==> config.mk <==
export PLATFORM = sky130hd
export DESIGN_NAME = ntt_stage_scheduler
export DESIGN_NICKNAME = d
export VERILOG_FILES = /design/src/rtl/ntt_pkg.sv /design/src/rtl/ntt_index_map.sv /design/src/rtl/ntt_stage_scheduler.sv
export SDC_FILE = /design/constraint.sdc
export NUM_CORES = 1
export LEC_CHECK = 0
export CORE_MARGIN = 3
export CORE_UTILIZATION = 49
export DETAILED_ROUTE_END_ITERATION = 7
export DONT_BUFFER_PORTS = 1
export GPL_TIMING_DRIVEN = 0
export PLACE_DENSITY_LB_ADDON = 0.25
export SLEW_MARGIN = 20
export SYNTH_ARGS = -nofsm -noshare
export SYNTH_HDL_FRONTEND = slang
export SYNTH_HIERARCHICAL = 1
export SYNTH_SLANG_ARGS = --single-unit
==> constraint.sdc <==
create_clock -name clk -period 4.2 [get_ports clk]
set_input_delay 0.42 -clock clk [delete_from_list [all_inputs] [get_ports clk]]
set_output_delay 0.42 -clock clk [all_outputs]
set_load 0.05 [all_outputs]
==> src/rtl/ntt_pkg.sv <==
// Shared constants and types for the 128-point NTT stage sequencing logic.
package ntt_pkg;

  localparam int unsigned N_POINTS   = 128;
  localparam int unsigned ADDR_W     = 7;
  localparam int unsigned IDX_W      = 5;
  localparam int unsigned STAGE_W    = 3;
  localparam int unsigned NUM_STAGES = 4;
  localparam int unsigned GROUPS     = 32;

  typedef enum logic [1:0] {
    ST_IDLE  = 2'd0,
    ST_ISSUE = 2'd1,
    ST_DRAIN = 2'd2,
    ST_DONE  = 2'd3
  } state_t;

  // Index set handed to the address generator for one butterfly group.
  typedef struct packed {
    logic [IDX_W-1:0] i;
    logic [IDX_W-1:0] k;
    logic [IDX_W-1:0] j;
  } idx_set_t;

endpackage

==> src/rtl/ntt_index_map.sv <==
// Maps (stage p, group counter) to the i/k/j indices of the 4-bank address generator.
module ntt_index_map
  import ntt_pkg::*;
(
  input  logic [STAGE_W-1:0] i_p,
  input  logic [IDX_W-1:0]   i_cnt,
  output idx_set_t           o_idx_c
);

  // Stage 3 walks groups directly; lower stages split cnt into outer k / inner j.
  always_comb begin
    o_idx_c = '0;
    case (i_p)
      3'd3: o_idx_c.i = i_cnt;
      3'd2: begin
        o_idx_c.k = IDX_W'(i_cnt[4]);
        o_idx_c.j = IDX_W'(i_cnt[3:0]);
      end
      3'd1: begin
        o_idx_c.k = IDX_W'(i_cnt[4:2]);
        o_idx_c.j = IDX_W'(i_cnt[1:0]);
      end
      3'd0: o_idx_c.k = i_cnt;
      default: o_idx_c = '0;
    endcase
  end

endmodule

==> src/rtl/ntt_stage_scheduler.sv <==
// Sequences all NTT stages, one butterfly group per accepted cycle, with a
// write-back drain gap between stages.
module ntt_stage_scheduler
  import ntt_pkg::*;
#(
  parameter int unsigned DRAIN_CYCLES = 6
) (
  input  logic               clk,
  input  logic               rst,
  input  logic               start,
  input  logic               bf_ready,
  output logic               bf_valid,
  output logic [STAGE_W-1:0] p,
  output logic [IDX_W-1:0]   i,
  output logic [IDX_W-1:0]   k,
  output logic [IDX_W-1:0]   j,
  output logic               stage_last,
  output logic               busy,
  output logic               done
);

  // A zero drain still costs one DRAIN cycle, so the load value saturates at 0.
  localparam int unsigned DRAIN_LOAD = (DRAIN_CYCLES > 0) ? DRAIN_CYCLES - 1 : 0;
  localparam int unsigned DRAIN_W    = (DRAIN_LOAD > 0) ? $clog2(DRAIN_LOAD + 1) : 1;
  localparam logic [IDX_W-1:0]   CNT_LAST = IDX_W'(GROUPS - 1);
  localparam logic [STAGE_W-1:0] P_FIRST  = STAGE_W'(NUM_STAGES - 1);

  state_t               r_state, w_state_nxt;
  logic [IDX_W-1:0]     r_cnt, w_cnt_nxt;
  logic [DRAIN_W-1:0]   r_dcnt, w_dcnt_nxt;
  logic [STAGE_W-1:0]   r_p, w_p_nxt;
  logic                 r_bf_valid, r_stage_last, r_busy, r_done;
  logic [IDX_W-1:0]     r_i, r_k, r_j;
  idx_set_t             w_idx;
  logic                 w_accept;

  assign w_accept = (r_state == ST_ISSUE) && r_bf_valid && bf_ready;

  // Next-state, group counter, drain counter and stage selection.
  always_comb begin
    w_state_nxt = r_state;
    w_cnt_nxt   = r_cnt;
    w_dcnt_nxt  = r_dcnt;
    w_p_nxt     = r_p;
    case (r_state)
      ST_IDLE: begin
        if (start) begin
          w_state_nxt = ST_ISSUE;
          w_cnt_nxt   = '0;
          w_p_nxt     = P_FIRST;
        end
      end
      ST_ISSUE: begin
        if (w_accept) begin
          if (r_cnt == CNT_LAST) begin
            w_state_nxt = ST_DRAIN;
            w_cnt_nxt   = '0;
            w_dcnt_nxt  = DRAIN_W'(DRAIN_LOAD);
          end else begin
            w_cnt_nxt = r_cnt + IDX_W'(1);
          end
        end
      end
      ST_DRAIN: begin
        if (r_dcnt == '0) begin
          if (r_p != '0) begin
            w_p_nxt     = r_p - STAGE_W'(1);
            w_state_nxt = ST_ISSUE;
          end else begin
            w_state_nxt = ST_DONE;
          end
        end else begin
          w_dcnt_nxt = r_dcnt - DRAIN_W'(1);
        end
      end
      ST_DONE: w_state_nxt = ST_IDLE;
      default: w_state_nxt = ST_IDLE;
    endcase
  end

  // Indices are derived from the next stage/counter so they register alongside them.
  ntt_index_map u_index_map (
    .i_p     (w_p_nxt),
    .i_cnt   (w_cnt_nxt),
    .o_idx_c (w_idx)
  );

  // State register with counters and stage number.
  always_ff @(posedge clk or negedge rst) begin
    if (!rst) begin
      r_state <= ST_IDLE;
      r_cnt   <= '0;
      r_dcnt  <= '0;
      r_p     <= P_FIRST;
    end else begin
      r_state <= w_state_nxt;
      r_cnt   <= w_cnt_nxt;
      r_dcnt  <= w_dcnt_nxt;
      r_p     <= w_p_nxt;
    end
  end

  // Registered handshake, status and index outputs.
  always_ff @(posedge clk or negedge rst) begin
    if (!rst) begin
      r_bf_valid   <= 1'b0;
      r_stage_last <= 1'b0;
      r_busy       <= 1'b0;
      r_done       <= 1'b0;
      r_i          <= '0;
      r_k          <= '0;
      r_j          <= '0;
    end else begin
      r_bf_valid   <= (w_state_nxt == ST_ISSUE);
      r_stage_last <= (w_state_nxt == ST_ISSUE) && (w_cnt_nxt == CNT_LAST);
      r_busy       <= (w_state_nxt == ST_ISSUE) || (w_state_nxt == ST_DRAIN);
      r_done       <= (w_state_nxt == ST_DONE);
      r_i          <= w_idx.i;
      r_k          <= w_idx.k;
      r_j          <= w_idx.j;
    end
  end

  assign bf_valid   = r_bf_valid;
  assign p          = r_p;
  assign i          = r_i;
  assign k          = r_k;
  assign j          = r_j;
  assign stage_last = r_stage_last;
  assign busy       = r_busy;
  assign done       = r_done;

endmodule

==> Word level (Yosys, flattened, before mapping) <==
Index checks and enable logic that the tools add are counted.
{ "totals": {"regBits": 32, "word_cells": 59, "input_bits": 4} }
{ "classes": {"reduce_logical": 10, "muxes": 21, "eq_ne": 14, "addsub": 3} }
{ "ops": {"columns": ["cell", "n"], "rows": [
  ["two-way mux 5 bit", 4],
  ["two-way mux 3 bit", 6],
  ["one-hot mux 5 bit (3 select lines)", 1],
  ["one-hot mux 3 bit (2 select lines)", 2],
  ["== test 5 bit, second input constant", 2],
  ["two-way mux 2 bit", 5],
  ["one-hot mux 5 bit (2 select lines)", 1],
  ["== test 2 bit, second input constant", 4],
  ["one-hot mux 2 bit (4 select lines)", 1],
  ["one-hot mux 4 bit (2 select lines)", 1],
  ["== test 3 x 2 -> 1 bit, second input constant", 2],
  ["logical NOT 3 bit", 2],
  ["subtractor 3 x 1 -> 3 bit, second input constant", 2],
  ["adder 5 x 1 -> 5 bit, second input constant", 1],
  ["== test 2 x 1 -> 1 bit, second input constant", 2],
  ["inequality test 2 bit, second input constant", 2],
  ["AND reduction 4 bit", 1],
  ["== test 3 x 1 -> 1 bit, second input constant", 1],
  ["logical AND 1 bit", 3],
  ["nonzero test 3 bit", 1],
  ["logical NOT 2 bit", 1],
  ["inequality test 2 x 1 -> 1 bit, second input constant", 1],
  ["nonzero test 2 bit", 1],
  ["logical OR 1 bit", 1]
]} }

==> Logic depth before layout (Yosys ltp) <==
Gate-level depths: netlist (run 1).
{ "depth": {"depth_word": 7, "ltp_mapped": 10, "mapped_depth_nobuf": 10} }

==> Modules after synthesis <==
Netlist (run 1), hierarchy kept.
{ "modules_own_cells": {"columns": ["module", "area_per_inst_um2", "cells_each", "n_inst"], "rows": [
  ["ntt_stage_scheduler", 1272.5, 96, 1],
  ["ntt_index_map", 214.0, 28, 1]
]} }

==> Worst setup path after synthesis (run 1) <==
OpenSTA, ideal clock, no wires.
{ "synth_timing": {"path_type": "register -> register", "from": "register r_cnt[0]", "to": "register r_k[0], in the netlist k[0]", "setup_ns": 0.087, "t_arrival_ns": 1.974, "path_stages_with_launch": 9, "path_buffers": 0, "path_slack_ns": 2.140, "required_time_ns": 4.113, "cell_sequence": "dfrtp_1 > ha_1 > and3_1 > ha_1 > nor3b_1 > a32oi_1 > o21ai_0 > a211oi_1 > a211oi_2"} }
{ "synth_rtl": {"columns": ["item", "line_no", "text"], "rows": [
  ["start, declared", "ntt_stage_scheduler.sv:29", "logic [IDX_W-1:0] r_cnt, w_cnt_nxt;"],
  ["start signal, assigned", "ntt_stage_scheduler.sv:97", "r_cnt <= w_cnt_nxt;"],
  ["end signal, assigned", "ntt_stage_scheduler.sv:119", "r_k <= w_idx.k;"],
  ["end, declared", "ntt_stage_scheduler.sv:33", "logic [IDX_W-1:0] r_i, r_k, r_j;"]
]} }

==> reports/qor.csv, run 1 <==
stage;metric;value;unit
place;HPWL after detailed placement;1860;um
synthesis;Synth area leader;sky130_fd_sc_hd__dfrtp_1;
floorplan;vertical die dimension;61.1;um
worst_setup_path;Max FO, Critical Path;6;
synthesis;Yosys Warn Count;6;
synthesis;sequential cell area fraction in the yosys report;54.0;%
clock_network;CTS Hold Bufs;2;
finish;Final Instance Area;1630;um^2
timing;PnR worst setup slack;1.66;ns
grt;largest net degree at the start of global routing;33;
worst_setup_path;endpoint type of the worst setup path;register;
timing;period utilization;60.5;%
clock_network;number of H-tree levels;2;
finish;Ant. Diodes;0;
grt;total global-route track usage;16.5;%
floorplan;initial cell density of the core;52.5;%
worst_setup_path;chain of cells forming the critical path;ha_1 -> and3_1 -> ha_1 -> nor3b_1 -> a32oi_1 -> o21ai_0 -> a211oi_1 -> a211oi_2;
worst_setup_path;WP data required;4.45;ns
timing;Clock Skew;0.00481;ns
clock_network;CTS sink cnt;32;
timing;Pins Over Slew Limit;0;
timing;Final min period;2.54;ns
status;result of the run;complete, no violations;
finish;share of cells above drive strength 1;19.4;%
detailed_routing;total number of vias;946;
synthesis;count of state elements after synthesis;32;
power_and_ir_drop;leakage power;0.842;nW
detailed_routing;Antenna Nets Post-Route;0;
detailed_routing;average wire per standard cell;16.1;um
synthesis;EDFF count, synth;0;
power_and_ir_drop;maximum vdd ir drop;0.351;mV
grt;total overflow reported by the global router;0;
place;worst setup slack before clock tree synthesis;1.72;ns
worst_setup_path;Worst setup SP type;register;
finish;top library cells by usage in the layout, fill and taps aside;sky130_fd_sc_hd__dfrtp_1 (30), sky130_fd_sc_hd__nand2_1 (8), sky130_fd_sc_hd__ha_1 (8);
flow_run;number of violations of the max-capacitance limit;0;
synthesis;number of standard cells after synthesis;124;
power_and_ir_drop;PwrDens;678;nW/um^2
detailed_routing;detailed-route wire length;2660;um
finish;FILL cells;239;
place;count of input and output buffers;0;
synthesis;async set or reset register ratio after synthesis;100;%
synthesis;combined area of all synthesized cells;1490;um^2
clock_network;Post-CTS Setup Inserts;0;
floorplan;horizontal die dimension;61.1;um
synthesis;per-instance average area after synthesis;12.0;um^2
timing;Worst Hold Slack;0.308;ns
floorplan;Die ar.;3730;um^2
place;area after detailed placement;1530;um^2
finish;Area growth syn-to-layout;9.76;%
timing;final setup violation count;0;
hold_path;worst hold path type;in -> reg;
clock_network;clk root buf;sky130_fd_sc_hd__clkbuf_4;
clock_network;CTS clk-pin slew, worst paths;0.10;ns
clock_network;clock tree from TritonCTS;built;
timing;Max Clock Freq;394;MHz
synthesis;post-synthesis cell type count;46;
synthesis;top cell type's share of synthesized area;50.5;%
worst_setup_path;cell seen most often among critical-path stages;sky130_fd_sc_hd__ha_1;
place;routability congestion estimate;0.762;
grt;initial antenna violation count;0;
power_and_ir_drop;overall power of the completed layout;1.11;mW
detailed_routing;Initial DRT Pass Iterations;4;
floorplan;Top Ports;26;
worst_setup_path;crit path max-delay cell type;sky130_fd_sc_hd__o21ai_0;
finish;Final Net Count;145;
worst_setup_path;Worst Setup Path Type;reg -> reg;
floorplan;Row Count;19;
timing;number of endpoints with negative hold slack in the final report;0;
timing;final-layout setup total negative slack;0;ns
clock_network;cts bufs inserted;5;
timing;setup repair after global routing missed its margin;false;
worst_setup_path;longest individual stage delay on the worst path;0.59;ns
timing;Max-slew headroom;53.5;%
finish;most common library cell in the layout ignoring fill and taps;sky130_fd_sc_hd__dfrtp_1;
clock_network;buffers from clock root to sink, at most;2;
detailed_routing;remaining design rule violation count;0;
grt;wire length of the first global-routing pass;4360;um
synthesis;top cells by area, synth;sky130_fd_sc_hd__dfrtp_1 (51%), sky130_fd_sc_hd__ha_1 (6.7%), sky130_fd_sc_hd__dfstp_2 (3.5%), sky130_fd_sc_hd__mux2i_1 (2.7%), sky130_fd_sc_hd__and2_1 (2.5%);
worst_setup_path;CP arrival;2.79;ns
timing;actual transition at the worst max-transition pin;0.690;ns
detailed_routing;number of violations reported at the end of detailed-routing iteration 0;62;
synthesis;dominant register cell in the synthesized netlist;sky130_fd_sc_hd__dfrtp_1;
floorplan;placeable core area;2830;um^2
clock_network;clock latency on the worst-skew pair;0.33;ns
detailed_routing;average vias per placed instance;5.73;
synthesis;syn_nets;136;
clock_network;CTS-repair resized insts;0;
grt;via count of the first global-routing pass;969;
[cell usage after synthesis, types with 3 or more instances]
master / instances
sky130_fd_sc_hd__dfrtp_1: 30
sky130_fd_sc_hd__ha_1: 8
sky130_fd_sc_hd__nand2_1: 8
sky130_fd_sc_hd__inv_1: 7
sky130_fd_sc_hd__nor2_1: 7
sky130_fd_sc_hd__and2_1: 6
sky130_fd_sc_hd__mux2i_1: 4
sky130_fd_sc_hd__nor3_1: 4
sky130_fd_sc_hd__a21oi_1: 3
sky130_fd_sc_hd__nor3b_1: 3
[flip-flops by register name, indices dropped and copies added, names as in the netlist, 2 cells and up]
name	count
p	3
r_state	2
r_dcnt	3
r_cnt	5
i	5
k	5
j	5
[per-stage QoR]
stage,util (%),instances
2_1_floorplan,-,124
3_3_place_gp,53.9,155
3_5_place_dp,53.9,155
4_1_cts,57.7,165
5_1_grt,57.7,165
6_report,57.7,165
[worst max-delay path: cells and delay by family, from the launching register on]
family                     cells  cell delay [ns]
DFF                            1             0.42
and+or+nand+nor                2             0.42
AOI/OAI and AO/OA              4             1.13
adders and majority gates      2             0.49
[power breakdown]
group          switching, mW  total [mW]  internal, mW  leakage (nW)
Clock                  0.103       0.227         0.125        0.0422
Sequential             0.163       0.542         0.379         0.423
Combinational          0.187       0.337         0.150         0.377
[metal layers]
| metal | vias up | wire length, um | global-route usage (%) |
|---|---|---|---|
| met2 | 24 | 1230 | 24.2 |
| met4 | 0 | 74 | 11.8 |
| li1 | 448 | - | - |
| met1 | 466 | 1230 | 20.7 |
| met5 | - | 0 | 0 |
| met3 | 8 | 129 | 4.82 |
[path summary, 6_finish.rpt]
path | end | slack (ns) | from | cells after the start
setup / recovery | k[0]$_DFF_PN0_ | 1.66 | r_cnt[0]$_DFF_PN0_ | 8
hold / removal | r_state[0]$_DFF_PN0_ | 0.31 | start | 1
setup reg to reg | k[0]$_DFF_PN0_ | 1.66 | r_cnt[0]$_DFF_PN0_ | 8
hold reg to reg | r_dcnt[2]$_DFFE_PN0P_ | 0.56 | r_dcnt[2]$_DFFE_PN0P_ | 2
max in group asynchronous | p[1]$_DFF_PN1_ | 3.43 | rst | 2
min in group asynchronous | i[2]$_DFF_PN0_ | 0.53 | rst | 2
[area by class of cell]
| type | instances | area, um^2 | share of cell area [%] |
|---|---|---|---|
| buffer | 4 | 35.0 | 2.15 |
| timing repair buffer | 2 | 30.0 | 1.84 |
| clock inverter | 2 | 35.0 | 2.15 |
| clock buffer | 6 | 41.3 | 2.53 |
| inverter | 7 | 26.3 | 1.61 |
| tap | 31 | 38.8 | 2.38 |
| multi-input combinational | 81 | 622 | 38.1 |
| sequential | 32 | 803 | 49.2 |
[cell families after synthesis]
logic type | Yosys count | share of synthesized area (%)
simple gates | 46 | 20.4
flops | 32 | 54.0
compound gates | 19 | 9.68
fa+ha+maj | 8 | 6.73
buf+inv | 11 | 4.12
xor+xnor | 1 | 0.589
other cells | 1 | 0.252
mux | 6 | 4.21
Power figures use the tool's default switching activity.
==> inputs of run 2 (changes only) <==
clock period = 2.5 ns   (was 4.2 ns; I/O delays follow)
==> run 2 against run 1 <==
Largest cell class unchanged. Final area unchanged. Hold slack worse by 0.17 ns. Highest routed layer unchanged. Final cell count unchanged. Global-route usage unchanged.
==> reports/qor.csv, run 2 (synthesized netlist as in run 1, its figures left out) <==
stage;metric;value;unit;change
worst_setup_path;Worst Setup Path Type;reg -> reg;;unchanged
timing;Clock Skew;0.00481;ns;unchanged
finish;FILL cells;239;;unchanged
worst_setup_path;register-to-register path setup slack;0.18;ns;was 1.66 ns
clock_network;buffers from clock root to sink, at most;2;;unchanged
floorplan;initial cell density of the core;52.5;%;unchanged
clock_network;clk root buf;sky130_fd_sc_hd__clkbuf_4;;unchanged
detailed_routing;Antenna Nets Post-Route;0;;unchanged
grt;met1 global-route usage;20.7;%;unchanged
timing;Pins Over Slew Limit;0;;unchanged
worst_setup_path;Max FO, Critical Path;6;;unchanged
hold_path;hold path start;start;;unchanged
worst_setup_path;Reg2Reg Launch Point;r_cnt[0]$_DFF_PN0_;;unchanged
clock_network;clock tree from TritonCTS;built;;unchanged
place;worst setup slack before clock tree synthesis;0.0197;ns;was 1.72 ns
power_and_ir_drop;PwrDens;1140;nW/um^2;was 678 nW/um^2
clock_network;CTS sink cnt;32;;unchanged
worst_setup_path;crit path max-delay cell type;sky130_fd_sc_hd__dfrtp_1;;was sky130_fd_sc_hd__o21ai_0
finish;share of cells above drive strength 1;19.4;%;unchanged
clock_network;cts bufs inserted;5;;unchanged
grt;met2 track demand over resource in global routing;24.2;%;unchanged
hold_path;hold path depth;1;;unchanged
finish;top library cells by usage in the layout, fill and taps aside;sky130_fd_sc_hd__dfrtp_1 (30), sky130_fd_sc_hd__nand2_1 (8), sky130_fd_sc_hd__ha_1 (8);;unchanged
worst_setup_path;gate family responsible for the most delay along the worst path;compound AO/OA/AOI/OAI gates;;unchanged
grt;most heavily used metal layer in global routing;met2;;unchanged
worst_setup_path;CP arrival;2.58;ns;was 2.79 ns
detailed_routing;average wire per standard cell;16.1;um;about the same
power_and_ir_drop;leakage power;0.842;nW;about the same
flow_run;number of violations of the max-capacitance limit;0;;unchanged
detailed_routing;number of violations reported at the end of detailed-routing iteration 0;62;;unchanged
timing;final setup violation count;0;;unchanged
detailed_routing;remaining design rule violation count;0;;unchanged
timing;PnR worst setup slack;0.176;ns;was 1.66 ns
floorplan;Row Count;19;;unchanged
detailed_routing;Initial DRT Pass Iterations;4;;unchanged
timing;actual transition at the worst max-transition pin;0.555;ns;was 0.690 ns
timing;Final min period;2.32;ns;was 2.54 ns
grt;total global-route track usage;16.5;%;unchanged
place;count of input and output buffers;0;;unchanged
grt;wire length of the first global-routing pass;4360;um;unchanged
hold_path;worst hold path type;in -> reg;;unchanged
detailed_routing;detailed-route wire length;2660;um;about the same
timing;setup repair after global routing missed its margin;false;;unchanged
place;post-placement cell count;155;;unchanged
grt;largest net degree at the start of global routing;33;;unchanged
worst_setup_path;count of cells along the worst register-to-register path;8;;unchanged
floorplan;horizontal die dimension;61.1;um;unchanged
grt;via count of the first global-routing pass;969;;unchanged
finish;Final Net Count;145;;unchanged
finish;Area growth syn-to-layout;9.76;%;unchanged
status;result of the run;complete, no violations;;unchanged
timing;Max-slew headroom;63.0;%;was 53.5%
floorplan;Top Ports;26;;unchanged
clock_network;Post-CTS Setup Inserts;0;;unchanged
worst_setup_path;WP data required;2.75;ns;was 4.45 ns
timing;Worst Hold Slack;0.138;ns;was 0.308 ns
worst_setup_path;Reg2Reg Capture Point;k[0]$_DFF_PN0_;;unchanged
place;HPWL after detailed placement;1860;um;unchanged
worst_setup_path;chain of cells forming the critical path;ha_1 -> and3_1 -> ha_1 -> nor3b_1 -> a32oi_1 -> o21ai_1 -> a211oi_1 -> a211oi_2;;was ha_1 -> and3_1 -> ha_1 -> nor3b_1 -> a32oi_1 -> o21ai_0 -> a211oi_1 -> a211oi_2
finish;Ant. Diodes;0;;unchanged
floorplan;vertical die dimension;61.1;um;unchanged
power_and_ir_drop;overall power of the completed layout;1.86;mW;was 1.11 mW
detailed_routing;average vias per placed instance;5.72;;was 5.73
grt;total overflow reported by the global router;0;;unchanged
clock_network;CTS clk-pin slew, worst paths;0.10;ns;about the same
finish;area used by multi-input combinational logic;622;um^2;unchanged
floorplan;Die ar.;3730;um^2;unchanged
place;routability congestion estimate;0.762;;unchanged
finish;most common library cell in the layout ignoring fill and taps;sky130_fd_sc_hd__dfrtp_1;;unchanged
timing;Max Clock Freq;430;MHz;was 394 MHz
worst_setup_path;Worst setup SP type;register;;unchanged
grt;initial antenna violation count;0;;unchanged
clock_network;number of H-tree levels;2;;unchanged
worst_setup_path;critical path buffer and inverter count;0;;unchanged
floorplan;placeable core area;2830;um^2;unchanged
worst_setup_path;longest individual stage delay on the worst path;0.42;ns;was 0.59 ns
finish;final cell count without fillers;165;;unchanged
hold_path;hold endpoint;r_state[0]$_DFF_PN0_;;unchanged
timing;number of endpoints with negative hold slack in the final report;0;;unchanged
power_and_ir_drop;maximum vdd ir drop;0.590;mV;was 0.351 mV
finish;footprint of the flip-flops and latches;803;um^2;unchanged
timing;period utilization;93.0;%;was 60.5%
worst_setup_path;cell seen most often among critical-path stages;sky130_fd_sc_hd__ha_1;;unchanged
timing;final-layout setup total negative slack;0;ns;unchanged
detailed_routing;total number of vias;944;;was 946
grt;met3 track utilization from global routing;4.82;%;unchanged
worst_setup_path;endpoint type of the worst setup path;register;;unchanged
clock_network;clock latency on the worst-skew pair;0.33;ns;about the same
[run 2: cell counts in the layout (fill, tap and decap cells not counted)]
No cell type changed its count.
[run 2: layout make-up]
cell class / count / share of cell area, %
sequential: 32 / 49.2
multi-input combinational: 81 / 38.1
clock buffer: 6 / 2.53
tap: 31 / 2.38
clock inverter: 2 / 2.15
buffer: 4 / 2.15
timing repair buffer: 2 / 1.84
inverter: 7 / 1.61
[run 2: how the worst max path moves through the flow]
| stage | startpoint | end | slack, ns | depth (start not counted) |
|---|---|---|---|---|
| final | r_cnt[0]$_DFF_PN0_ | k[0]$_DFF_PN0_ | 0.18 | 8 |
| after global routing | r_cnt[0]$_DFF_PN0_ | k[0]$_DFF_PN0_ | 0.02 | 8 |
| after detailed placement | r_cnt[0]$_DFF_PN0_ | k[0]$_DFF_PN0_ | 0.02 | 8 |
| after CTS | r_cnt[0]$_DFF_PN0_ | k[0]$_DFF_PN0_ | 0.18 | 8 |
| after global placement | r_cnt[0]$_DFF_PN0_ | k[0]$_DFF_PN0_ | 0.04 | 8 |
| after floorplan | r_cnt[0]$_DFF_PN0_ | k[0]$_DFF_PN0_ | 0.44 | 8 |
[run 2: timing repair]
item                       4_1_cts  5_1_grt
hold endpoints to repair        32        0
setup endpoints to repair        1        0
hold buffers                     2        0
gates resized for setup          1        0
[run 2: layer usage]
layer	part of all wire, %	vias to the layer above	wire length, um
met1	46	464	1230
met2	46	24	1230
met4	2.8	0	74
met3	4.9	8	129
met5	0	-	0
li1	-	448	-
[run 2: metrics by stage]
step	area, um^2	util [%]
2_1_floorplan	1490	-
3_3_place_gp	1530	53.9
3_5_place_dp	1530	53.9
4_1_cts	1630	57.7
5_1_grt	1630	57.7
6_report	1630	57.7
[run 2: power breakdown]
| part | switching, mW | internal (mW) | total, mW |
|---|---|---|---|
| clock network | 0.172 | 0.210 | 0.382 |
| registers | 0.273 | 0.637 | 0.910 |
| logic | 0.315 | 0.252 | 0.567 |
